<file path="src/rtl/sad_rca_sequencer.sv">
// rtl/sad_rca_sequencer.sv - block SAD controller time-sharing one ripple-carry adder
// Optional build macro SAD_SAT_EN: saturating (sticky all-ones) accumulation instead of modulo wrap.

module ripple_carry_adder #(
    parameter int W = 12
) (
    input  logic [W-1:0] a,
    input  logic [W-1:0] b,
    input  logic         cin,
    output logic [W-1:0] sum,
    output logic         cout
);
    logic c;

    always_comb begin
        sum = '0;
        c   = cin;
        for (int i = 0; i < W; i++) begin
            sum[i] = a[i] ^ b[i] ^ c;
            c      = (a[i] & b[i]) | (c & (a[i] ^ b[i]));
        end
        cout = c;
    end
endmodule

module sad_rca_sequencer #(
    parameter int PIX_W = 8,
    parameter int BLK_N = 16,
    parameter int ACC_W = 12
) (
    input  logic             i_clk,
    input  logic             i_rst_n,
    input  logic             i_start,
    input  logic             i_pix_valid,
    output logic             o_pix_ready,
    input  logic [PIX_W-1:0] i_pix_a,
    input  logic [PIX_W-1:0] i_pix_b,
    output logic             o_sad_valid,
    input  logic             i_sad_ready,
    output logic [ACC_W-1:0] o_sad,
    output logic             o_busy
);
    localparam int CNT_W = (BLK_N > 1) ? $clog2(BLK_N) : 1;

    typedef enum logic [2:0] {IDLE, WAIT_PIX, SUB, NEG, ACC, DONE} state_t;

    state_t           state;
    logic [1:0]       rst_sync;
    logic             rst_n_int;
    logic [ACC_W-1:0] acc, a_q, b_q, d_q;
    logic [CNT_W-1:0] cnt;
    logic [ACC_W-1:0] add_a, add_b, add_sum, acc_next;
    logic             add_cin, add_cout;

    // Reset asserts immediately but releases two clocks after i_rst_n rises.
    always_ff @(posedge i_clk or negedge i_rst_n) begin
        if (!i_rst_n) rst_sync <= 2'b00;
        else          rst_sync <= {rst_sync[0], 1'b1};
    end
    assign rst_n_int = rst_sync[1];

    always_comb begin
        add_a   = '0;
        add_b   = '0;
        add_cin = 1'b0;
        case (state)
            SUB: begin add_a = a_q; add_b = ~b_q; add_cin = 1'b1; end
            NEG: begin add_b = ~d_q; add_cin = 1'b1; end
            ACC: begin add_a = acc; add_b = d_q; end
            default: ;
        endcase
    end

    ripple_carry_adder #(.W(ACC_W)) u_adder (
        .a    (add_a),
        .b    (add_b),
        .cin  (add_cin),
        .sum  (add_sum),
        .cout (add_cout)
    );

`ifdef SAD_SAT_EN
    logic sat_q;
    assign acc_next = (sat_q || add_cout) ? '1 : add_sum;
`else
    assign acc_next = add_sum;
`endif

    always_ff @(posedge i_clk or negedge rst_n_int) begin
        if (!rst_n_int) begin
            state       <= IDLE;
            acc         <= '0;
            cnt         <= '0;
            a_q         <= '0;
            b_q         <= '0;
            d_q         <= '0;
            o_sad       <= '0;
            o_pix_ready <= 1'b0;
            o_sad_valid <= 1'b0;
            o_busy      <= 1'b0;
`ifdef SAD_SAT_EN
            sat_q       <= 1'b0;
`endif
        end else begin
            case (state)
                IDLE: if (i_start) begin
                    acc         <= '0;
                    cnt         <= '0;
                    o_pix_ready <= 1'b1;
                    o_busy      <= 1'b1;
                    state       <= WAIT_PIX;
`ifdef SAD_SAT_EN
                    sat_q       <= 1'b0;
`endif
                end
                WAIT_PIX: if (i_pix_valid) begin
                    a_q         <= ACC_W'(i_pix_a);
                    b_q         <= ACC_W'(i_pix_b);
                    o_pix_ready <= 1'b0;
                    state       <= SUB;
                end
                SUB: begin
                    // Carry-out of a + ~b + 1 is set exactly when a >= b.
                    d_q   <= add_sum;
                    state <= add_cout ? ACC : NEG;
                end
                NEG: begin
                    d_q   <= add_sum;
                    state <= ACC;
                end
                ACC: begin
                    acc <= acc_next;
                    cnt <= cnt + 1'b1;
`ifdef SAD_SAT_EN
                    if (add_cout) sat_q <= 1'b1;
`endif
                    if (cnt == CNT_W'(BLK_N - 1)) begin
                        o_sad       <= acc_next;
                        o_sad_valid <= 1'b1;
                        state       <= DONE;
                    end else begin
                        o_pix_ready <= 1'b1;
                        state       <= WAIT_PIX;
                    end
                end
                DONE: if (i_sad_ready) begin
                    o_sad_valid <= 1'b0;
                    o_busy      <= 1'b0;
                    state       <= IDLE;
                end
                default: state <= IDLE;
            endcase
        end
    end
endmodule

</file>
<file path="config.mk">
export PLATFORM = sky130hd
export DESIGN_NAME = sad_rca_sequencer
export DESIGN_NICKNAME = d
export VERILOG_FILES = /design/src/rtl/sad_rca_sequencer.sv
export SDC_FILE = /design/constraint.sdc
export NUM_CORES = 1
export LEC_CHECK = 0
export ABC_CLOCK_PERIOD_IN_PS = 3000
export BUFFER_PORTS_ARGS = -buffer_cell sky130_fd_sc_hd__buf_2
export CORE_MARGIN = 2
export CORE_UTILIZATION = 55
export CTS_CLUSTER_DIAMETER = 200
export DETAILED_ROUTE_END_ITERATION = 7
export MAX_ROUTING_LAYER = met4
export PLACE_DENSITY = 0.77
export SLEW_MARGIN = 20
export SYNTH_ARGS = -nofsm -noshare
export SYNTH_HDL_FRONTEND = slang
export SYNTH_SLANG_ARGS = --single-unit
</file>
<file path="constraint.sdc">
create_clock -name i_clk -period 3 [get_ports i_clk]
set_clock_uncertainty 0.05 [all_clocks]
set_input_delay 0.45 -clock i_clk [delete_from_list [all_inputs] [get_ports i_clk]]
set_output_delay 0.45 -clock i_clk [all_outputs]
set_load 0.01 [all_outputs]
</file>
# Yosys cells after proc, flatten, opt, wreduce, memory -nomap -nowiden

Index checks and enable logic that the tools add are counted.
W data, S select, Z words.

Muxes and demuxes: 21
Equality and inequality tests: 11
Reductions and logical operators: 13
Bitwise logic cells: 62
Add/subtract/negate cells: 1

Operators with widths:

| cell                  | count |
|---|---|
| $pmux W12 S2          | 2 |
| $pmux W12 S3          | 1 |
| $and A1 B1 Y1         | 24 |
| $xor A1 B1 Y1         | 24 |
| $pmux W3 S6           | 1 |
| $mux W3               | 5 |
| $mux W12              | 1 |
| $not A12 Y12          | 1 |
| $not A8 Y12           | 1 |
| $or A1 B1 Y1          | 12 |
| $ne A2 B2 Y1 const B  | 5 |
| $reduce_and A3 Y1     | 3 |
| $pmux W4 S2           | 1 |
| $eq A3 B2 Y1 const B  | 2 |
| $eq A3 B3 Y1 const B  | 2 |
| $mux W1               | 6 |
| $reduce_and A2 Y1     | 3 |
| $reduce_bool A2 Y1    | 3 |
| $add A4 B1 Y4 const B | 1 |
| $eq A4 B4 Y1 const B  | 1 |
| $mux W4               | 1 |
| $pmux W1 S2           | 2 |
| $reduce_and A4 Y1     | 1 |
| $eq A3 B1 Y1 const B  | 1 |
| 4 further kinds       | 4 |

Flip-flop bits (word level): 64
Input port bits: 21
Logic and storage cells: 119
Output and inout bits: 15

# Longest topological paths before layout

Word-level depth: 29
Mapped depth: 20
Mapped depth without buffers: 19

# By module

Synthesis repeated with hierarchy kept, for this count alone.

Cells, all modules: 267
Area total of the unflattened synthesis: 3,121.7 um^2

By module, submodules not included:

| module             | sequential area each (um^2) | times used | area each (um^2) | cells an instance |
|---|---|---|---|---|
| sad_rca_sequencer  | 1,601.5                     | 1          | 2,844.0          | 245 |
| ripple_carry_adder | 0.0                         | 1          | 277.8            | 22 |

# Worst setup path before layout

No wires, ideal clock.

Path type: register to register
Start: register state[1]
End: register o_sad[11]
Setup time: 0.125 ns
Buffers on the path: 2
Clock period less this slack: 6.219 ns
Cell stages (with the launch flop): 19
Data arrival time: 6.044 ns
Required time: 2.825 ns
Setup slack: -3.219 ns
Cells stage by stage: dfrtp_1 -> buf_2 -> nand2b_1 -> inv_1 -> buf_2 -> a22o_1 -> fa_1 -> fa_1 -> fa_1 -> fa_1 -> fa_1 -> fa_1 -> fa_1 -> fa_1 -> fa_1 -> fa_1 -> fa_1 -> fa_1 -> mux2_2

Cells in the longest elaborated chain, start to end: 26
Elaborated cells between the ends (all ways): 54
Those cells by class: eq/ne (3); mux (3); bitwise (46); reduce/logical (2)

Ends and longest elaborated chain:

| element                                             | line   | source |
|---|---|---|
| start, declared                                     | 47     | `state_t state;` |
| start signal, assigned                              | 125    | `state <= add_cout ? ACC : NEG;` |
| $eq A3 B3 Y1 / $eq A3 B2 Y1 (equally long branches) | 66     | `case (state)` |
| $pmux W12 S3 (tied with other cells)                | 66     |  |
| $xor A1 B1 Y1 / $mux W1 (equally long branches)     | 20, 66 |  |
| $and A1 B1 Y1                                       | 20     | `c = (a[i] & b[i]) \| (c & (a[i] ^ b[i]));` |
| $or A1 B1 Y1                                        | 20     |  |
| $and A1 B1 Y1                                       | 20     |  |
| $or A1 B1 Y1                                        | 20     |  |
| $and A1 B1 Y1                                       | 20     |  |
| [11 not listed]                                     | -      |  |
| $and A1 B1 Y1                                       | 20     |  |
| $or A1 B1 Y1                                        | 20     |  |
| $and A1 B1 Y1                                       | 20     |  |
| $or A1 B1 Y1                                        | 20     |  |
| $and A1 B1 Y1                                       | 20     |  |
| $or A1 B1 Y1                                        | 20     |  |
| $xor A1 B1 Y1 (*)                                   | 19     | `sum[i] = a[i] ^ b[i] ^ c;` |
| via acc_next[11]                                    | 52     | `logic [ACC_W-1:0] add_a, add_b, add_sum, acc_next;` |
| end signal, assigned                                | 138    | `o_sad <= acc_next;` |
| end, declared                                       | 40     | `output logic [ACC_W-1:0] o_sad,` |

The timed path passes the listed nets; every way through them passes the cells marked *.
A chain may end at the register's enable or synchronous reset.

# Worst setup path after layout

Start: register state[2]
End: register o_sad[11]

Same word-level chain as after synthesis.

==> run summary <==
Inst Count DP = 363
DP Area = 0.00349 sq mm
Global-route wire length before repair = 10.8 mm
Initial antenna violation count = 0
I/O Pins = 36
Fin cells = 381
Clock transition at path regs = 0.07 ns
PnR worst setup slack = -2.62 ns
Worst Tran Pin Value = 0.823 ns
Final-report hold violation count = 0
WL/cell = 16.9 um
Starting Density = 57.0%
Vias = 2155
Most used DFF post-synth = dfrtp_1
Average cell area after synthesis = 12.3 sq um
Crit Path Category = flip-flop to flip-flop
Die X-Extent = 79.8 um
Slew headroom = 45.1%
Lkg Pwr = 1.81 nW
Gr usage total = 23.6%
FP Rows = 27
Syn_nets = 290
Layout cells sized above 1 = 37.5%
CP Capture Type = flip-flop
Synth top cells by count = dfrtp_1, nand2_1, a22o_1, nor2_1, fa_1
RSZ-0062 raised after global routing = true
Nets = 338
Crit-path max cell delay = 0.44 ns
N_diodes = 0
Root Buffer = clkbuf_8
Worst-path cell chain = nand2b_4 > inv_4 > a22oi_2 > nor2_2 > fa_2 > fa_2 > fa_2 > fa_2 > fa_2 > fa_2 > fa_2 > fa_2 > fa_2 > fa_2 > fa_2 > fa_2 > mux2_4
Sequential area share after synthesis = 50.7%
Clock buffer depth = 2
Buf+Inv Stages, Crit Path = 1
Fin Setup TNS = -40.15 ns
Worst Path Max Fanout = 4
Ranking of synthesized cells by area = dfrtp_1, fa_1, a22o_1
DR pass1 iterations = 4
Mapped Cells = 256
CTS sink cnt = 64
Final Wtd Congestion = 0.857
Number of port buffers = 35
Initial DRC count = 144
Max-cap violations = 0
Failing checks = negative setup slack
Pwr dens = 940 mW/mm^2
Clk Latency, worst-skew pair = 0.35 ns
VDD IR max = 0.000608 V
Worst hold margin = 0.263 ns
Yosys warning total = 0
Grt ovf = 0
Final setup violation count = 27
Post-synth top area share = 50.7%
Status = finished, violations left
Asr flop ratio synth = 100%
Number of global-route vias before repair = 2147
Core area = 0.00554 sq mm
Post-synthesis register bit count = 64
Leading area contributor after synthesis = dfrtp_1
CP Data Arrival Time = 5.80 ns
Die height = 79.8 um
Req. time, crit path = 3.18 ns
CTS tree = done
Largest net degree at the start of global routing = 39
Fin area = 0.00374 sq mm
Slew Limit Fails = 0
Worst min path class = input port to flip-flop
Cell mode on critical path = fa_2
Routed Antenna Nets = 0
Mapped Area = 0.00316 sq mm
CP top delay family = adder cells
Number of H-tree levels = 3
Min Tclk post-route = 5.62 ns
Die ar. = 0.00637 sq mm
Num CTS Buffers = 9
Via density = 5.66
Slowest-stage cell, CP = fa_2
Most common cell in the netlist = dfrtp_1
Netlist cell types = 40
# DRC = 0
Wirelength, routed = 6.46 mm
Post-synth EDFFs = 0
Final Cycle Share = 187%
Area delta synth->final = 18.4%
Worst setup SP type = flip-flop
Post-detail-place hpwl = 4.21 mm
Fill count = 422
Fmax = 178 MHz
## area by class of cell
type	count	area, sq um	area share [%]
flip-flops and latches	64	1610	42.9
inverters	3	16.3	0.435
well taps	72	90.1	2.41
clock inverters	5	57.6	1.54
multi-input cells	173	1520	40.6
clock buffers	11	141	3.78
repair buffers	53	313	8.36
## metal layers
layer | routed length [um] | track usage [%]
met1 | 2950 | 31.1
met2 | 3170 | 35.6
met3 | 234 | 6.79
met4 | 99 | 8.31
met5 | 0 | -
## placed cells by master (no fill, tap or decap), types with 2 or more instances in the layout
cell and n:
nand3_1 2, fa_2 12, nor2_4 2, o21ai_0 2, nand3b_1 2, buf_2 35, and2_1 4, a21oi_1 4
mux2_1 9, clkinvlp_4 3, mux2i_1 9, a22oi_1 7, nand2_1 42, mux2_4 12, mux2_2 8, nor2_1 11
inv_4 2, dfrtp_1 61, clkbuf_8 10, dfrtp_2 3, a22o_1 25, buf_4 17
## power by group
part | internal [W] | switching, W | leakage, nW | total (W)
clock network | 0.000404 | 0.000331 | 0.0916 | 0.000735
registers | 0.00115 | 0.000215 | 0.825 | 0.00137
logic | 0.000655 | 0.000758 | 0.896 | 0.00141
total | 0.00221 | 0.00130 | 1.81 | 0.00351
## worst paths after layout
path / start / to / slack, ns / cells past startpoint
worst max register to register: state[2] / o_sad[11] / -2.62 / 17
max in group asynchronous: rst_sync[1] / b_q[6] / 1.86 / 1
worst min register to register: rst_sync[0] / rst_sync[1] / 0.31 / 0
min in group asynchronous: rst_sync[1] / o_sad[0] / 0.32 / 0
worst max-delay path: state[2] / o_sad[11] / -2.62 / 17
worst min-delay path: i_pix_b[2] / b_q[2] / 0.26 / 2
## through the flow
step | setup slack, ns | total power, W | util (%)
floorplan | -2.65 | 0.00241 | -
global placement | -2.56 | 0.00268 | 63.0
detailed placement | -2.66 | 0.00273 | 63.0
CTS | -2.57 | 0.00353 | 67.3
global route | -2.71 | 0.00376 | 67.5
finish | -2.62 | 0.00351 | 67.5
## kinds of logic (layout without fill, tap and decap cells)
kind of cell,count (synthesis),after routing,share of synthesized area (%)
simple gates,72,72,10.7
fa+ha+maj,13,13,8.00
mux,38,38,14.4
compound gates,49,49,12.2
buf+inv,19,72,3.88
other cells,1,1,0.119
flops,64,64,50.7
## registers in the layout, summed over array words and instances (netlist names)
signal and cells:
acc 12, d_q 12, o_sad 12, a_q 8, b_q 8, cnt 4
state 3, rst_sync 2, o_busy 1, o_pix_ready 1, o_sad_valid 1
## repair_timing
action,in CTS,in global routing
endpoints found under the setup margin,27,27
pin swaps,6,2
setup buffers,1,0
endpoints found under the hold margin,2,0
hold buffers,1,0
resized for setup,7,2
Power figures use the tool's default switching activity.
